## src/rtl/asi_pkg.sv

```systemverilog
// Shared types for the ASI user-memory arbiter: FSM state encoding, the
// tagged read-pipe entry, and a one-hot to index helper.
package asi_pkg;

    // Widest supported requester count and the matching index width.
    localparam int ASI_NM_MAX = 16;
    localparam int ASI_IDXW   = 4;

    typedef enum logic {
        ARB_IDLE = 1'b0,
        ARB_BUSY = 1'b1
    } TYPE_ARB_ST;

    // One slot of the read-return pipe: a read is in flight and who issued it.
    typedef struct packed {
        logic                vld;
        logic [ASI_IDXW-1:0] idx;
    } rd_ent_t;

    // Index of the set bit in a one-hot vector (0 when no bit is set).
    function automatic logic [ASI_IDXW-1:0] oh2idx(input logic [ASI_NM_MAX-1:0] oh);
        logic [ASI_IDXW-1:0] idx;
        idx = '0;
        for (int i = 0; i < ASI_NM_MAX; i++) begin
            if (oh[i]) begin
                idx = idx | ASI_IDXW'(i);
            end
        end
        return idx;
    endfunction

endpackage

```

## src/rtl/asi_rr_pick.sv

```systemverilog
// Combinational round-robin picker. Searches req starting just after ptr and
// wrapping modulo N, so the requester at ptr has the lowest priority.
module asi_rr_pick #(
    parameter int N  = 4,
    parameter int NW = $clog2(N)
) (
    input  logic [N-1:0]  req,
    input  logic [NW-1:0] ptr,
    output logic [N-1:0]  gnt,
    output logic          found
);

    logic [NW-1:0] idx;

    // First set request in rotating order ptr+1, ptr+2, ..., ptr.
    always_comb begin
        gnt   = '0;
        found = 1'b0;
        idx   = '0;
        for (int i = 1; i <= N; i++) begin
            idx = NW'((int'(ptr) + i) % N);
            if (!found && req[idx]) begin
                gnt[idx] = 1'b1;
                found    = 1'b1;
            end
        end
    end

endmodule

```

## src/rtl/asi_usr_arb.sv

```systemverilog
// Burst-granular round-robin arbiter sharing one single-port user memory
// between ASI_NM requesters. Read data returns through a tagged pipe that
// matches the slave latency, so pulses stay with the requester that issued
// them even after the grant has moved on.
// Optional build macro: ASI_ARB_STAT_EN adds per-requester grant and
// wait-cycle counters on arb_gnt_cnt / arb_wait_cnt.
//
// state    | meaning
// ARB_IDLE | no grant held; pick a winner from m_req
// ARB_BUSY | m_gnt holds the current burst owner until its last access
module asi_usr_arb
    import asi_pkg::*;
#(
    parameter int ASI_NM     = 4,
    parameter int AXI_DW     = 128,
    parameter int AXI_AW     = 40,
    parameter int AXI_WSTRBW = AXI_DW / 8,
    parameter int SLV_WS     = 1,
    parameter int ASI_NMW    = $clog2(ASI_NM)
) (
    input  logic                         usr_clk,
    input  logic                         usr_reset_n,
    input  logic [ASI_NM-1:0]            m_req,
    output logic [ASI_NM-1:0]            m_gnt,
    input  logic [ASI_NM-1:0]            m_ce,
    input  logic [ASI_NM-1:0]            m_last,
    input  logic [ASI_NM*AXI_AW-1:0]     m_a,
    input  logic [ASI_NM*AXI_DW-1:0]     m_d,
    input  logic [ASI_NM*AXI_WSTRBW-1:0] m_we,
    output logic [AXI_DW-1:0]            m_q,
    output logic [ASI_NM-1:0]            m_qvalid,
    output logic [AXI_AW-1:0]            usr_a,
    output logic                         usr_ce,
    output logic [AXI_DW-1:0]            usr_d,
    output logic [AXI_WSTRBW-1:0]        usr_we,
    input  logic [AXI_DW-1:0]            usr_q
`ifdef ASI_ARB_STAT_EN
    ,
    output logic [ASI_NM*32-1:0]         arb_gnt_cnt,
    output logic [ASI_NM*32-1:0]         arb_wait_cnt
`endif
);

    TYPE_ARB_ST         st_q, st_d;
    logic [ASI_NM-1:0]  gnt_q, gnt_d;
    logic [ASI_NMW-1:0] gidx_q, gidx_d;
    logic [ASI_NMW-1:0] ptr_q, ptr_d;

    rd_ent_t            pipe_q [SLV_WS];
    rd_ent_t            pipe_d [SLV_WS];
    rd_ent_t            pipe_out;

    logic [ASI_NM-1:0]  pick_gnt;
    logic               pick_found;
    logic [ASI_NMW-1:0] pick_idx;
    logic [ASI_NMW-1:0] pick_ptr;
    logic               eob;
    logic               rd_push;

    // While busy the picker searches with the current owner at lowest
    // priority, which is exactly the end-of-burst handover rule; when idle it
    // uses the stored pointer. One picker serves both paths.
    assign pick_ptr = (st_q == ARB_BUSY) ? gidx_q : ptr_q;

    asi_rr_pick #(
        .N  (ASI_NM),
        .NW (ASI_NMW)
    ) u_pick (
        .req   (m_req),
        .ptr   (pick_ptr),
        .gnt   (pick_gnt),
        .found (pick_found)
    );

    assign pick_idx = ASI_NMW'(oh2idx(ASI_NM_MAX'(pick_gnt)));
    assign eob      = (st_q == ARB_BUSY) && m_ce[gidx_q] && m_last[gidx_q];

    // Slave port is a straight mux of the owner; strobes only while busy.
    always_comb begin
        usr_ce = (st_q == ARB_BUSY) && m_ce[gidx_q];
        usr_a  = m_a[int'(gidx_q)*AXI_AW +: AXI_AW];
        usr_d  = m_d[int'(gidx_q)*AXI_DW +: AXI_DW];
        usr_we = usr_ce ? m_we[int'(gidx_q)*AXI_WSTRBW +: AXI_WSTRBW] : '0;
    end

    assign rd_push = usr_ce && !(|usr_we);
    assign m_gnt   = gnt_q;

    // Next grant, owner index, pointer and state.
    always_comb begin
        st_d   = st_q;
        gnt_d  = gnt_q;
        gidx_d = gidx_q;
        ptr_d  = ptr_q;
        case (st_q)
            ARB_IDLE: begin
                if (pick_found) begin
                    gnt_d  = pick_gnt;
                    gidx_d = pick_idx;
                    st_d   = ARB_BUSY;
                end
            end
            ARB_BUSY: begin
                if (eob) begin
                    ptr_d = gidx_q;
                    if (pick_found) begin
                        gnt_d  = pick_gnt;
                        gidx_d = pick_idx;
                    end else begin
                        gnt_d = '0;
                        st_d  = ARB_IDLE;
                    end
                end
            end
            default: begin
                gnt_d = '0;
                st_d  = ARB_IDLE;
            end
        endcase
    end

    // Arbitration registers; pointer resets to the top so requester 0 wins first.
    always_ff @(posedge usr_clk or negedge usr_reset_n) begin
        if (!usr_reset_n) begin
            st_q   <= ARB_IDLE;
            gnt_q  <= '0;
            gidx_q <= '0;
            ptr_q  <= ASI_NMW'(ASI_NM - 1);
        end else begin
            st_q   <= st_d;
            gnt_q  <= gnt_d;
            gidx_q <= gidx_d;
            ptr_q  <= ptr_d;
        end
    end

    // Read-return pipe: each read enters tagged with its issuer and shifts
    // one slot per cycle regardless of later grant changes.
    always_comb begin
        pipe_d[0] = {rd_push, ASI_IDXW'(gidx_q)};
        for (int i = 1; i < SLV_WS; i++) begin
            pipe_d[i] = pipe_q[i-1];
        end
    end

    // Pipe storage; async reset discards reads in flight.
    always_ff @(posedge usr_clk or negedge usr_reset_n) begin
        if (!usr_reset_n) begin
            for (int i = 0; i < SLV_WS; i++) begin
                pipe_q[i] <= '0;
            end
        end else begin
            pipe_q <= pipe_d;
        end
    end

    // Pipe output steers the slave data strobe to the tagged requester.
    always_comb begin
        pipe_out = pipe_q[SLV_WS-1];
        m_qvalid = '0;
        for (int i = 0; i < ASI_NM; i++) begin
            m_qvalid[i] = pipe_out.vld && (pipe_out.idx == ASI_IDXW'(i));
        end
    end

    assign m_q = usr_q;

`ifdef ASI_ARB_STAT_EN
    logic [31:0] gcnt_q [ASI_NM];
    logic [31:0] gcnt_d [ASI_NM];
    logic [31:0] wcnt_q [ASI_NM];
    logic [31:0] wcnt_d [ASI_NM];
    logic        gload;

    // A grant event is any cycle where the grant register loads a winner.
    assign gload = pick_found && ((st_q == ARB_IDLE) || eob);

    // Saturating event counters.
    always_comb begin
        gcnt_d = gcnt_q;
        wcnt_d = wcnt_q;
        for (int i = 0; i < ASI_NM; i++) begin
            if (gload && pick_gnt[i] && (gcnt_q[i] != 32'hFFFF_FFFF)) begin
                gcnt_d[i] = gcnt_q[i] + 32'd1;
            end
            if (m_req[i] && !gnt_q[i] && (wcnt_q[i] != 32'hFFFF_FFFF)) begin
                wcnt_d[i] = wcnt_q[i] + 32'd1;
            end
        end
    end

    // Counter storage.
    always_ff @(posedge usr_clk or negedge usr_reset_n) begin
        if (!usr_reset_n) begin
            for (int i = 0; i < ASI_NM; i++) begin
                gcnt_q[i] <= '0;
                wcnt_q[i] <= '0;
            end
        end else begin
            gcnt_q <= gcnt_d;
            wcnt_q <= wcnt_d;
        end
    end

    for (genvar gi = 0; gi < ASI_NM; gi++) begin : g_stat
        assign arb_gnt_cnt[gi*32 +: 32]  = gcnt_q[gi];
        assign arb_wait_cnt[gi*32 +: 32] = wcnt_q[gi];
    end
`endif

endmodule

```

## config.mk

```make
export PLATFORM = sky130hd
export DESIGN_NAME = asi_usr_arb
export DESIGN_NICKNAME = d
export VERILOG_FILES = /design/src/rtl/asi_pkg.sv /design/src/rtl/asi_rr_pick.sv /design/src/rtl/asi_usr_arb.sv
export SDC_FILE = /design/constraint.sdc
export NUM_CORES = 1
export LEC_CHECK = 0
export BUFFER_PORTS_ARGS = -buffer_cell sky130_fd_sc_hd__buf_2
export CORE_AREA = 2 2 461 463
export CTS_CLUSTER_SIZE = 12
export DETAILED_ROUTE_END_ITERATION = 16
export DIE_AREA = 0 0 463 465
export SYNTH_ARGS = -nofsm -noshare
export SYNTH_HDL_FRONTEND = slang
export SYNTH_SLANG_ARGS = --single-unit
```

## constraint.sdc

```tcl
create_clock -name usr_clk -period 2.5 [get_ports usr_clk]
set_input_delay 0.25 -clock usr_clk [delete_from_list [all_inputs] [get_ports usr_clk]]
set_output_delay 0.25 -clock usr_clk [all_outputs]
set_load 0.05 [all_outputs]
```

# Yosys cells after proc, flatten, opt, wreduce, memory -nomap -nowiden
# Cells that the tools add are included.
# Widths: inputs -> output; s select.
totals:
  ff_bits: 12
  latchBits: 0
  ram_bits: 0
  romBits: 0
  output_inout_bits: 321
  word_cells: 97
  n_memories: 0
classes:
  n_addsub: 4
  mul: 1
  div_mod_pow: 0
  magnitude_cmp: 9
  n_eq_ne: 5
  shifts: 3
  n_mux: 43
  n_bitwise: 4
  n_reduce_logical: 22
op_table:
  columns: ["op", "n"]
  rows:
  - ["$shiftx 512x10->128", 1]
  - ["$shiftx 160x9->40", 1]
  - ["$shiftx 64x7->16", 1]
  - ["$mux 4", 7]
  - ["$mux 1", 17]
  - ["$mux 16", 1]
  - ["$reduce_or 16->1", 1]
  - ["$lt 2x3->1 const B", 5]
  - ["$logic_and 1x1->1", 14]
  - ["$bmux 1 s2", 6]
  - ["$or 4x4->4", 3]
  - ["$mux 2", 5]
  - ["$demux 1 s2", 4]
  - ["$ge 2x1->1 const B", 4]
  - ["$pmux 4 s2", 1]
  - ["$mul 2x3->5 const B", 1]
  - ["$add 2x1->2 const B", 2]
  - ["$add 2x2->2 const B", 2]
  - ["$eq 2x2->1 const B", 2]
  - ["$logic_not 1->1", 4]
  - ["$logic_not 4->1", 1]
  - ["$pmux 2 s2", 1]
  - ["$reduce_and 2->1", 2]
  - ["$eq 2x1->1 const B", 1]
  - ["other kinds (4)", 4]

# Longest topological paths before layout
depth:
  depth_word: 20
  depth_mapped: 9
  depth_no_buf: 8

# Cells and area by module
# A second synthesis with hierarchy kept.
hier_totals:
  cells_unflattened: 482
  hier_area_um2: 6511.2
by_module_without_submodules:
  columns: ["mod", "n_inst", "cells_each", "area_each_um2", "seq_area_each_um2"]
  rows:
  - ["asi_usr_arb", 1, 434, 6095.8, 302.8]
  - ["asi_rr_pick", 1, 48, 415.4, 0.0]

# Worst setup path after synthesis
# OpenSTA, ideal clock, no wires.
synth_timing:
  kind: "reg2reg"
  startpoint: "register gidx_q[1]"
  endpoint: "register gidx_q[1]"
  arrival_ns: 2.428
  required_time_ns: 2.418
  setup_slack_ns: -0.010
  stages_incl_launch_ff: 9
  n_path_buf: 1
  synth_period_minus_slack_ns: 2.510
  path_cell_list: "dfrtp_1 -> buf_2 -> mux2i_1 -> ha_1 -> or3b_2 -> a31oi_1 -> a32o_1 -> a221oi_2 -> a31oi_1"
synth_between:
  elab_chain_len: 19
synth_lines:
  columns: ["item", "line", "text"]
  rows:
  - ["start, declared", "asi_usr_arb.sv:46", "logic [ASI_NMW-1:0] gidx_q, gidx_d;"]
  - ["start signal, assigned", "asi_usr_arb.sv:132", "gidx_q <= gidx_d;"]
  - ["parallel branches: the longest is 19 deep, another holds $lt 2x3->1", null, null]
# Parallel ways; which one is timed is not known. The select of a mux whose other input is x is not followed.
# A chain may end at the register's enable or synchronous reset.

# Worst setup path in the final report
layout_timing:
  startpoint: "register gidx_q[1]"
  endpoint: "output usr_d[41]"
layout_between:
  elab_chain_len: 1
layout_lines:
  columns: ["item", "line", "text"]
  rows:
  - ["$shiftx 512x10->128", "asi_usr_arb.sv:82", "usr_d = m_d[int'(gidx_q)*AXI_DW +: AXI_DW];"]
  - ["end, declared", "asi_usr_arb.sv:34", "output logic [AXI_DW-1:0] usr_d,"]
# Every way passes these cells.

==> out/metrics.yaml <==
place:
  dpl.hpwl_mm: 169.2
  placed_area_um2: 14630
  routabilityCongestion: 1.138
  post-place-ws_ns: 0.06739
  portBuffers: 942
routing:
  ant_nets: 0
  routed_wirelength_mm: 175.1
  first_pass_iters: 5
  vias_per_cell: 2.506
  drt_iter0_markers: 789
  dr_total_vias: 10540
  drc: 0
  wire_per_inst_um: 41.64
clock_network:
  clk_latency_ns: 0.24
  htreeDepth: 1
  cts_buffers: 3
  clkTransAtPathRegs_ns: 0.04
  cts_tree: "built"
  cts_root_buf: "clkbuf_16"
  clock-sinks: 12
  clockBufferDepth: 2
die:
  start_util_pct: 3.011
  core_um2: 210800
  dieArea_um2: 215300
  fp-row-count: 169
  die_h_um: 465
  die_w_um: 463
  boundaryPins: 1199
logic_synthesis:
  synth_top_cell_area_share_pct: 66.34
  ys_top_cells_by_area: "mux4_2 (66%), buf_4 (15%), dfrtp_1 (3.9%), and3_1 (1.7%), buf_2 (1.6%)"
  synth-edff-count: 0
  async_reset_ff_share_pct: 100.0
  ys.flop_type: "dfrtp_1"
  seq_area_frac_synth_pct: 4.769
  synth.distinct_cells: 32
  syn_area_um2: 6349
  yosysMostFrequentCell: "mux4_2"
  synth_common_cells: "mux4_2 (187), buf_4 (128), buf_2 (20), and3_1 (17), clkbuf_1 (14)"
  synthCells: 460
  synth_largest_area_cell: "mux4_2"
  yosys_warnings: 0
  ys_ff_latch: 12
  synth_fp_nets: 1345
  syn_area_per_cell_um2: 13.80
timing:
  finClkSkew_ns: 0.0004315
  rsz0062_at_grt: "false"
  finalMaxSlewViolations: 0
  tightest_slew_ns: 0.6585
  setup_viol_count_final: 0
  fin_ws_ns: 0.06649
  hold_viol_final: 0
  timing.slew.headroom_pct: 56.40
  setup_tns_ns: 0
  timing.final.crit_share_pct: 97.34
  fmax_ghz: 0.4109
  layout_min_cycle_time_ns: 2.434
layout:
  drive_above_1_share_pct: 93.46
  nNetsFinal: 2170
  syn_to_final_growth_pct: 138.3
  fillCellCount: 24750
  stdcell_area_um2: 15130
  fin_util_pct: 7.175
run_status:
  status: "finished, final reports clean"
grt:
  grt_pass1_vias: 9924
  grt_pass1_wl_mm: 195.4
  antenna_found_initial: 272
  grt_usage_pct: 15.56
  gr-total-overflow: 0
  grt_max_degree: 48
worst_hold_path:
  hp-class: "input pin to flip-flop"
worst_setup_path:
  worst-setup-path-type: "flip-flop to primary output"
  cp_max_fo: 42
  end_kind: "primary output"
  start_kind: "flip-flop"
  worst_ep_arrival_time_ns: 2.18
  crit_required_ns: 2.25
pwr:
  vdd_drop_max_uv: 859.0
  power_leakage_nw: 6.028
  powerDensity_nw_per_um2: 1533
job:
  cap_viol_max_count: 0
-- cells by family after synthesis --
logic type,Yosys count,synth area share [%]
simple gates,52,4.671
flops,12,4.769
compound gates,13,1.991
mux,200,68.70
buf+inv,176,18.49
fa+ha+maj,7,1.380
-- metrics by stage --
stage / power (mW) / hold WS (ns) / instances
2_1_floorplan: 12.25 / -0.04559 / 460
3_3_place_gp: 23.29 / 0.1462 / 4084
3_5_place_dp: 23.42 / 0.1478 / 4084
4_1_cts: 23.89 / 0.3498 / 4093
5_1_grt: 24.70 / 0.4226 / 4158
6_report: 23.18 / 0.3687 / 4205
-- state kept, by name, summed over array words and instances (netlist names) --
register / count
pipe_out: 3
m_gnt: 4
gidx_q: 2
ptr_q: 2
st_q: 1
-- final cells by class --
| type | instances | area (µm²) | area share, % |
|---|---|---|---|
| sequential | 12 | 311.5 | 2.060 |
| inverter | 3 | 11.26 | 0.07444 |
| tap | 2821 | 3530 | 23.33 |
| multi-input combinational | 272 | 4895 | 32.36 |
| clock buffer | 4 | 88.84 | 0.5873 |
| timing repair buffer | 993 | 6041 | 39.93 |
| antenna | 100 | 250.2 | 1.654 |
-- placed cells by master, fill, tap and decap left out, types with 6 or more instances in the layout --
cell,count
mux2i_1,8
mux4_2,187
nand2_1,10
diode_2,100
ha_1,6
buf_2,889
and3_1,17
dfrtp_1,7
buf_4,38
buf_12,63
-- per-layer routing --
layer	share of wire, %	track usage [%]
met1	30	13.82
met2	45	25.49
met3	20	13.51
met4	5.5	5.442
met5	0.40	0.4831
-- where the power goes --
| part | internal (mW) | leakage [nW] | switching, mW | total (mW) |
|---|---|---|---|---|
| Clock | 0.242 | 0.0448 | 0.0882 | 0.330 |
| Combinational | 6.85 | 5.84 | 15.6 | 22.5 |
| Sequential | 0.290 | 0.141 | 0.0841 | 0.374 |
-- critical path: stages (launching register included) --
cell	delay (ns)
dfrtp_4	0.45
buf_12	0.28
buf_12	0.28
mux4_2	0.23
buf_2	0.47
-- repair_timing --
| item | in CTS | in global routing |
|---|---|---|
| hold buffers | 1 | 0 |
| pin swaps | 0 | 1 |
| gates resized for setup | 2 | 4 |
| endpoints found under the setup margin | 14 | 5 |
| setup buffers | 4 | 12 |
| endpoints found under the hold margin | 10 | 0 |
-- path summary, 6_finish.rpt --
path	depth (start not counted)	end	slack, ns	from
min	3	st_q$_DFF_PN0_	0.37	m_req[2]
max reg2reg	7	gidx_q[1]$_DFFE_PN0P_	0.13	gidx_q[1]$_DFFE_PN0P_
max	4	usr_d[41]	0.07	gidx_q[1]$_DFFE_PN0P_
max in group asynchronous	2	ptr_q[0]$_DFFE_PN1P_	1.69	usr_reset_n
min reg2reg	2	m_gnt[0]$_DFFE_PN0P_	0.53	m_gnt[0]$_DFFE_PN0P_
min in group asynchronous	2	m_gnt[3]$_DFFE_PN0P_	0.53	usr_reset_n
No activity file was read; power rests on OpenSTA's default activity.
